<file path="config.mk">
export PLATFORM = sky130hd
export DESIGN_NAME = ttlc_seq_flat
export DESIGN_NICKNAME = d
export VERILOG_FILES = /design/src/rtl/ttlc_pkg.sv /design/src/rtl/ttlc_seq_if.sv /design/src/rtl/ttlc_rstack.sv /design/src/rtl/ttlc_seq.sv /design/src/flat_wrapper.sv
export SDC_FILE = /design/constraint.sdc
export NUM_CORES = 1
export LEC_CHECK = 0
export CORE_MARGIN = 2
export CORE_UTILIZATION = 35
export CTS_CLUSTER_DIAMETER = 40
export CTS_CLUSTER_SIZE = 24
export DETAILED_ROUTE_END_ITERATION = 10
export GPL_TIMING_DRIVEN = 0
export HOLD_SLACK_MARGIN = 0.08
export REMOVE_ABC_BUFFERS = 1
export SLEW_MARGIN = 20
export SYNTH_ARGS = -nofsm -noshare
export SYNTH_HDL_FRONTEND = slang
export SYNTH_HIERARCHICAL = 1
export SYNTH_SLANG_ARGS = --single-unit
</file>
<file path="constraint.sdc">
create_clock -name clk -period 2.2 [get_ports clk]
set_input_delay 0.44 -clock clk [delete_from_list [all_inputs] [get_ports clk]]
set_output_delay 0.44 -clock clk [all_outputs]
set_load 0.01 [all_outputs]
</file>
<file path="src/rtl/ttlc_pkg.sv">
// Shared definitions for the TTLC one-bit sequencer: opcodes, FSM encoding,
// instruction field positions and the RR logic-unit helper.
package ttlc_pkg;

    localparam int INSN_W = 12;
    localparam int OPC_HI = 11;
    localparam int OPC_LO = 8;
    localparam int OPR_HI = 7;
    localparam int OPR_LO = 0;

    localparam logic [3:0] OP_NOPO = 4'h0;
    localparam logic [3:0] OP_LD   = 4'h1;
    localparam logic [3:0] OP_LDC  = 4'h2;
    localparam logic [3:0] OP_AND  = 4'h3;
    localparam logic [3:0] OP_ANDC = 4'h4;
    localparam logic [3:0] OP_OR   = 4'h5;
    localparam logic [3:0] OP_ORC  = 4'h6;
    localparam logic [3:0] OP_XNOR = 4'h7;
    localparam logic [3:0] OP_STO  = 4'h8;
    localparam logic [3:0] OP_STOC = 4'h9;
    localparam logic [3:0] OP_IEN  = 4'hA;
    localparam logic [3:0] OP_OEN  = 4'hB;
    localparam logic [3:0] OP_JMP  = 4'hC;
    localparam logic [3:0] OP_RTN  = 4'hD;
    localparam logic [3:0] OP_SKZ  = 4'hE;
    localparam logic [3:0] OP_NOPF = 4'hF;

    localparam logic [1:0] ST_HALT  = 2'd0;
    localparam logic [1:0] ST_FETCH = 2'd1;
    localparam logic [1:0] ST_EXEC  = 2'd2;

    // Non-logic opcodes leave RR untouched.
    function automatic logic rr_logic(input logic [3:0] op, input logic rr, input logic d);
        logic r;
        case (op)
            OP_LD:   r = d;
            OP_LDC:  r = ~d;
            OP_AND:  r = rr & d;
            OP_ANDC: r = rr & ~d;
            OP_OR:   r = rr | d;
            OP_ORC:  r = rr | ~d;
            OP_XNOR: r = ~(rr ^ d);
            default: r = rr;
        endcase
        return r;
    endfunction

endpackage

</file>
<file path="src/rtl/ttlc_seq_if.sv">
// Program-memory fetch handshake and I/O-map bit bus of the sequencer.
interface ttlc_seq_if #(parameter int PC_W = 8) ();

    logic [PC_W-1:0] prog_addr;
    logic            prog_req;
    logic            prog_ack;
    logic [11:0]     prog_data;
    logic [7:0]      io_addr;
    logic            io_we;
    logic            io_wdata;
    logic            io_rdata;

    modport master (
        output prog_addr, prog_req, io_addr, io_we, io_wdata,
        input  prog_ack, prog_data, io_rdata
    );

    modport slave (
        input  prog_addr, prog_req, io_addr, io_we, io_wdata,
        output prog_ack, prog_data, io_rdata
    );

endinterface

</file>
<file path="src/rtl/ttlc_rstack.sv">
// Circular return stack: a push on a full stack overwrites the oldest entry,
// a pop on an empty stack leaves it empty.
module ttlc_rstack #(
    parameter int W     = 8,
    parameter int DEPTH = 4
) (
    input  logic         clk,
    input  logic         rst_n,
    input  logic         push,
    input  logic         pop,
    input  logic [W-1:0] push_data,
    output logic [W-1:0] top,
    output logic         empty
);

    localparam int AW = $clog2(DEPTH);
    localparam logic [AW:0]   FULL_CNT = (AW + 1)'(DEPTH);
    localparam logic [AW:0]   CNT_ONE  = {{AW{1'b0}}, 1'b1};
    localparam logic [AW-1:0] PTR_ONE  = {{(AW - 1){1'b0}}, 1'b1};

    logic [W-1:0]  mem_r [DEPTH];
    logic [AW-1:0] ptr_r;
    logic [AW:0]   cnt_r;
    logic [AW-1:0] ptr_m1_s;

    assign ptr_m1_s = ptr_r - PTR_ONE;
    assign top      = mem_r[ptr_m1_s];
    assign empty    = (cnt_r == {(AW + 1){1'b0}});

    // Write pointer, occupancy and storage update.
    always_ff @(posedge clk or negedge rst_n) begin
        if (!rst_n) begin
            ptr_r <= {AW{1'b0}};
            cnt_r <= {(AW + 1){1'b0}};
            for (int i = 0; i < DEPTH; i++) begin
                mem_r[i] <= {W{1'b0}};
            end
        end else if (push) begin
            mem_r[ptr_r] <= push_data;
            ptr_r        <= ptr_r + PTR_ONE;
            if (cnt_r != FULL_CNT) begin
                cnt_r <= cnt_r + CNT_ONE;
            end
        end else if (pop && !empty) begin
            ptr_r <= ptr_m1_s;
            cnt_r <= cnt_r - CNT_ONE;
        end
    end

endmodule

</file>
<file path="src/rtl/ttlc_seq.sv">
// MC14500B-style one-bit sequencer: HALT/FETCH/EXEC control, RR logic unit,
// I/O enables, skip, and JMP/RTN through a circular return stack.
module ttlc_seq
    import ttlc_pkg::*;
#(
    parameter int PC_W     = 8,
    parameter int RS_DEPTH = 4
) (
    input  logic       clk,
    input  logic       rst_n,
    input  logic       run,
    input  logic       step,
    ttlc_seq_if.master bus,
    output logic       rr,
    output logic       flag_o,
    output logic       flag_f,
    output logic       halted
);

    localparam logic [PC_W-1:0] PC_ONE  = {{(PC_W - 1){1'b0}}, 1'b1};
    localparam logic [PC_W-1:0] PC_ZERO = {PC_W{1'b0}};

    logic [1:0]      state_r, state_s;
    logic [PC_W-1:0] pc_r, pc_s, pc_inc_s, jmp_tgt_s, rs_top_s;
    logic            rr_r, rr_s, ien_r, ien_s, oen_r, oen_s, skip_r, skip_s;
    logic [3:0]      ir_op_r, in_op_s;
    logic [7:0]      in_opr_s;
    logic            fetch_acc_s, exec_s, d_s, push_s, pop_s, rs_empty_s;
    logic            in_live_s, in_wr_s;
    logic [7:0]      io_addr_r;
    logic            io_we_r, io_wdata_r, flag_o_r, flag_f_r, prog_req_r, halted_r;

    assign in_op_s     = bus.prog_data[OPC_HI:OPC_LO];
    assign in_opr_s    = bus.prog_data[OPR_HI:OPR_LO];
    assign fetch_acc_s = (state_r == ST_FETCH) && bus.prog_ack;
    assign exec_s      = (state_r == ST_EXEC);
    assign d_s         = bus.io_rdata & ien_r;
    assign pc_inc_s    = pc_r + PC_ONE;
    assign jmp_tgt_s   = PC_W'(io_addr_r);
    // Write/flag outputs are decided while the instruction is accepted, so they
    // can be registered and still line up exactly with the EXEC cycle.
    assign in_live_s   = fetch_acc_s && !skip_r;
    assign in_wr_s     = in_live_s && oen_r && ((in_op_s == OP_STO) || (in_op_s == OP_STOC));

    ttlc_rstack #(.W(PC_W), .DEPTH(RS_DEPTH)) u_rstack (
        .clk       (clk),
        .rst_n     (rst_n),
        .push      (push_s),
        .pop       (pop_s),
        .push_data (pc_inc_s),
        .top       (rs_top_s),
        .empty     (rs_empty_s)
    );

    // Control state transitions.
    always_comb begin
        state_s = state_r;
        case (state_r)
            ST_HALT: begin
                if (run || step) state_s = ST_FETCH;
                else             state_s = ST_HALT;
            end
            ST_FETCH: begin
                if (bus.prog_ack) state_s = ST_EXEC;
                else              state_s = ST_FETCH;
            end
            ST_EXEC: begin
                if (run) state_s = ST_FETCH;
                else     state_s = ST_HALT;
            end
            default: state_s = ST_HALT;
        endcase
    end

    // Instruction execution: architectural next state produced in EXEC only.
    always_comb begin
        rr_s   = rr_r;
        ien_s  = ien_r;
        oen_s  = oen_r;
        skip_s = skip_r;
        pc_s   = pc_r;
        push_s = 1'b0;
        pop_s  = 1'b0;
        if (exec_s) begin
            pc_s   = pc_inc_s;
            skip_s = 1'b0;
            if (!skip_r) begin
                rr_s = rr_logic(ir_op_r, rr_r, d_s);
                case (ir_op_r)
                    OP_IEN: ien_s = bus.io_rdata;
                    OP_OEN: oen_s = bus.io_rdata;
                    OP_JMP: begin
                        push_s = 1'b1;
                        pc_s   = jmp_tgt_s;
                    end
                    OP_RTN: begin
                        pop_s  = 1'b1;
                        pc_s   = rs_empty_s ? PC_ZERO : rs_top_s;
                        skip_s = 1'b1;
                    end
                    OP_SKZ:  skip_s = ~rr_r;
                    default: pc_s = pc_inc_s;
                endcase
            end else begin
                rr_s = rr_r;
            end
        end else begin
            pc_s = pc_r;
        end
    end

    // Architectural state registers.
    always_ff @(posedge clk or negedge rst_n) begin
        if (!rst_n) begin
            state_r <= ST_HALT;
            pc_r    <= PC_ZERO;
            rr_r    <= 1'b0;
            ien_r   <= 1'b0;
            oen_r   <= 1'b0;
            skip_r  <= 1'b0;
            ir_op_r <= OP_NOPO;
        end else begin
            state_r <= state_s;
            pc_r    <= pc_s;
            rr_r    <= rr_s;
            ien_r   <= ien_s;
            oen_r   <= oen_s;
            skip_r  <= skip_s;
            if (fetch_acc_s) begin
                ir_op_r <= in_op_s;
            end
        end
    end

    // Registered bus, flag and status outputs.
    always_ff @(posedge clk or negedge rst_n) begin
        if (!rst_n) begin
            io_addr_r  <= 8'h00;
            io_we_r    <= 1'b0;
            io_wdata_r <= 1'b0;
            flag_o_r   <= 1'b0;
            flag_f_r   <= 1'b0;
            prog_req_r <= 1'b0;
            halted_r   <= 1'b1;
        end else begin
            prog_req_r <= (state_s == ST_FETCH);
            halted_r   <= (state_s == ST_HALT);
            io_we_r    <= in_wr_s;
            flag_o_r   <= in_live_s && (in_op_s == OP_NOPO);
            flag_f_r   <= in_live_s && (in_op_s == OP_NOPF);
            if (fetch_acc_s) begin
                io_addr_r <= in_opr_s;
            end
            if (in_wr_s) begin
                io_wdata_r <= (in_op_s == OP_STOC) ? ~rr_r : rr_r;
            end
        end
    end

    assign bus.prog_addr = pc_r;
    assign bus.prog_req  = prog_req_r;
    assign bus.io_addr   = io_addr_r;
    assign bus.io_we     = io_we_r;
    assign bus.io_wdata  = io_wdata_r;
    assign rr            = rr_r;
    assign flag_o        = flag_o_r;
    assign flag_f        = flag_f_r;
    assign halted        = halted_r;

endmodule

</file>
<file path="src/flat_wrapper.sv">
// flat-port wrapper written by rule: the top's interface ports become plain ports
module ttlc_seq_flat import ttlc_pkg::*;
#(
    parameter int PC_W     = 8,
    parameter int RS_DEPTH = 4
)
  (clk, rst_n, run, step, rr, flag_o, flag_f, halted, bus_prog_addr, bus_prog_req, bus_io_addr, bus_io_we, bus_io_wdata, bus_prog_ack, bus_prog_data, bus_io_rdata);
  ttlc_seq_if #(.PC_W(PC_W)) bus_i ();
  input  logic clk;
  input  logic rst_n;
  input  logic run;
  input  logic step;
  output logic rr;
  output logic flag_o;
  output logic flag_f;
  output logic halted;
  output wire logic [$bits(bus_i.prog_addr)-1:0] bus_prog_addr;
  output wire logic [$bits(bus_i.prog_req)-1:0] bus_prog_req;
  output wire logic [$bits(bus_i.io_addr)-1:0] bus_io_addr;
  output wire logic [$bits(bus_i.io_we)-1:0] bus_io_we;
  output wire logic [$bits(bus_i.io_wdata)-1:0] bus_io_wdata;
  input wire logic [$bits(bus_i.prog_ack)-1:0] bus_prog_ack;
  input wire logic [$bits(bus_i.prog_data)-1:0] bus_prog_data;
  input wire logic [$bits(bus_i.io_rdata)-1:0] bus_io_rdata;
  assign bus_prog_addr = bus_i.prog_addr;
  assign bus_prog_req = bus_i.prog_req;
  assign bus_io_addr = bus_i.io_addr;
  assign bus_io_we = bus_i.io_we;
  assign bus_io_wdata = bus_i.io_wdata;
  assign bus_i.prog_ack = bus_prog_ack;
  assign bus_i.prog_data = bus_prog_data;
  assign bus_i.io_rdata = bus_io_rdata;
  ttlc_seq #(.PC_W(PC_W), .RS_DEPTH(RS_DEPTH)) u_core (.clk(clk), .rst_n(rst_n), .run(run), .step(step), .bus(bus_i), .rr(rr), .flag_o(flag_o), .flag_f(flag_f), .halted(halted));
endmodule
</file>
==> metrics.txt <==
antenna diode count 0; Layout Nets approximately 370; ys flop type dfrtp_1; share of synthesized flip-flops with an asynchronous set or reset 100.0%; top cell type's share of synthesized area about half; antenna violations before repair 0; final worst path period share approximately 95%; Placement Setup Slack -1.022 ns; area of the core roughly 9300 µm²; filler instances about 880; top cells by area, synth dfrtp_1 (50%), mux2_2 (12%), mux4_2 (5.3%); maximum buffer depth of the clock tree 2; via count of the first global-routing pass 2,538; outcome completed; buffering stage count on the worst path with inverters included 2; number of hold-slack violations in the final timing report 0; unrepaired setup endpoints after global routing true; cell type with the highest aggregate area in the netlist dfrtp_1; synthesized area per cell around 12 µm²; Leak Pwr just under 2 nW; area added between synthesis and finish 27.64%; sequential element share of the synthesized area roughly half; clock latency of the later-clocked register in the worst-skew pair 0.35 ns; share of the synthesized netlist area taken by xor and xnor gates around 2.3%; root cell of the clock tree clkbuf_8; ratio of cells with drive above 1 in the final layout between 20% and 30%; area of the die approximately 10,000 µm²; clock skew 0.009565 ns; post-synthesis cell count ~290; CP delay by family, top simple AND/OR/NAND/NOR gates; pin count of the biggest net entering global routing 52; crit-path max FO 16; final antenna-violating net count 0; max-slew violations 0; count of endpoints failing setup in the final report 0; total via count in the routed design roughly 2,500; post-synthesis mux area share between 15 and 20%; number of max-capacitance violations reported 0; number of buffers added by the clock tree synthesis step 9; setup TNS after final layout 0 ns; remaining global-route overflow 0; worst hold-check path type register to register; I/O pins ~40; slew margin rel. about 61%; number of iterations in the first detailed-routing pass 4; chip width between 100 and 150 µm; Critical-path top delay cell dfrtp_2; HPWL reported at the end of detailed placement about 5400 µm; category of the most critical setup path register to register; Worst path most repeated cell buf_4; number of synthesized flops with an enable pin 0; DRC violations left 0; vertical die dimension around 100 µm; delay contributed by the slowest stage of the critical path about 0.47 ns; IO buf count 40; main combinational cell family by area after synthesis multiplexers; post-synthesis adder-cell area fraction ~2.4%; Arrival @ worst endpoint around 2.3 ns; Yosys warning count 6; post-synthesis register bit count slightly below 70; final routed wire length divided by cell count 16.90 µm; worst supply voltage drop on vdd between 400 and 500 µV; Initial DRC Count 91; post-detailed-route via-to-cell ratio approximately 5.2; startpoint type of the worst setup path register; shortest period the worst path allows roughly 2.1 ns; element type at the critical path end register; starting utilization of the core area between 30 and 40%; most frequent cell after synthesis dfrtp_1; post-synthesis share of cell area spent on and, or, nand and nor gates 14.56%; CTS sink count 69; TritonCTS clock tree done; compound-cell area share of the yosys netlist approximately 8.7%; wire length of the first global-routing pass ~13,000 µm; H-tree Lvls 3; cell breakdown of the critical path nand2b_4, nor3_4, buf_4, buf_4, nand2_1, mux2_2; aggregate global-route resource usage around 17%; data required time at the worst endpoint approximately 2.4 ns; slew at the pin closest to its max-slew limit between 0.5 and 0.6 ns; Final Worst Setup Slack ~0.11 ns; post-detailed-routing wire length 8127 µm; weighted congestion reported at the end of routability-driven placement between 0.7 and 0.8; cell types with the highest counts after synthesis dfrtp_1 (68), nand2_1 (47), mux2_2 (35), nor2_1 (15), o21ai_0 (13); power density of the placed cells around 1100 nW/µm²; count of distinct cell types in the synthesized netlist 50; total standard cell area after synthesis 3377 µm²; cell row count 35; max frequency ~0.48 GHz; Clock Pin Slew Worst Setup and Hold Paths approximately 0.08 ns
through the flow:
step                      hold WS, ns  cells  power, mW  instance area [µm²]  util [%]
final                          0.4972    481      4.949                 4310     46.43
after global routing           0.5129    481      5.272                 4310     46.43
after CTS                      0.5048    472      4.903                 4232     45.58
after detailed placement       0.3430    450      3.657                 3902     42.04
after global placement         0.4663    449      3.604                 3877     41.77
after floorplan                0.1444    280      2.868                 3316         -
layer usage:
metal	track usage, %	wire (µm)
met3	3.352	304
met5	0	0
met4	5.846	103
met1	21.70	3601
met2	27.58	4118
report_power, final:
group,internal [mW],switching (mW)
combinational,0.956,0.906
sequential,1.59,0.421
clock,0.562,0.514
total,3.11,1.84
placed cells by master, fill, tap and decap left out, types with 2 or more instances in the layout:
master	synthesis	final
clkbuf_8	0	10
dfrtp_1	68	62
nor3_1	8	8
xor2_1	4	4
nand2_1	47	47
o31a_1	3	3
mux2_2	35	35
o21a_1	2	2
a22oi_1	3	3
inv_1	9	8
nor4_1	2	2
dfrtp_2	0	5
nor2_1	15	14
a221o_1	4	4
a222oi_1	3	3
nand3_1	4	4
mux2i_1	2	2
clkdlybuf4s50_1	0	39
xnor2_1	5	5
buf_4	2	15
mux4_2	8	8
and3_1	2	2
clkinv_4	0	4
a221oi_1	2	2
nand2_2	2	2
a21oi_1	6	6
ha_1	5	4
o21ai_0	13	13
nor2b_1	4	3
layout make-up:
class / instances / area, µm² / area share [%]
flip-flops and latches: 69 / 1738 / 40.32
multi-input cells: 202 / 1627 / 37.74
repair buffers: 56 / 540.5 / 12.54
well taps: 129 / 161.4 / 3.745
clock buffers: 10 / 137.6 / 3.193
clock inverters: 6 / 72.57 / 1.684
inverters: 9 / 33.78 / 0.7837
flip-flops by register name, summed over array words and instances (netlist names):
name	count
u_core/rr	1
u_core/state_r	2
u_core/halted	1
u_core/oen_r	1
u_core/flag_o	1
u_core/flag_f	1
u_core/ir_op_r	4
u_core/u_rstack/cnt_r	3
u_core/bus.io_wdata	1
u_core/u_rstack/mem_r	32
u_core/bus.io_addr	8
u_core/bus.prog_req	1
u_core/u_rstack/ptr_r	2
u_core/bus.io_we	1
u_core/skip_r	1
u_core/bus.prog_addr	8
u_core/ien_r	1
cells by family (layout without fill, tap and decap cells):
| family | after synthesis | count (layout) |
|---|---|---|
| buf+inv | 20 | 81 |
| flops | 69 | 69 |
| simple gates | 99 | 99 |
| fa+ha+maj | 6 | 6 |
| xor+xnor | 9 | 9 |
| mux | 46 | 46 |
| compound gates | 42 | 42 |
what timing repair did:
action | in CTS | in global routing
endpoints found under the setup margin | 46 | 7
hold buffers | 1 | 0
hold endpoints to repair | 18 | 0
setup buffers | 5 | 9
gates resized for setup | 15 | 6
pin swaps | 3 | 2
worst paths after layout:
check / endpoint / cells after the start / from / slack [ns]
max: u_core/u_rstack/mem_r[27] / 6 / u_core/state_r[0] / 0.11
min: u_core/bus.io_wdata / 1 / u_core/bus.io_wdata / 0.50
max reg2reg: u_core/u_rstack/mem_r[27] / 6 / u_core/state_r[0] / 0.11
min reg2reg: u_core/bus.io_wdata / 1 / u_core/bus.io_wdata / 0.50
max in group asynchronous: u_core/halted / 3 / rst_n / 1.12
min in group asynchronous: u_core/bus.io_addr[2] / 2 / rst_n / 0.52
No activity file was read; power rests on OpenSTA's default activity.
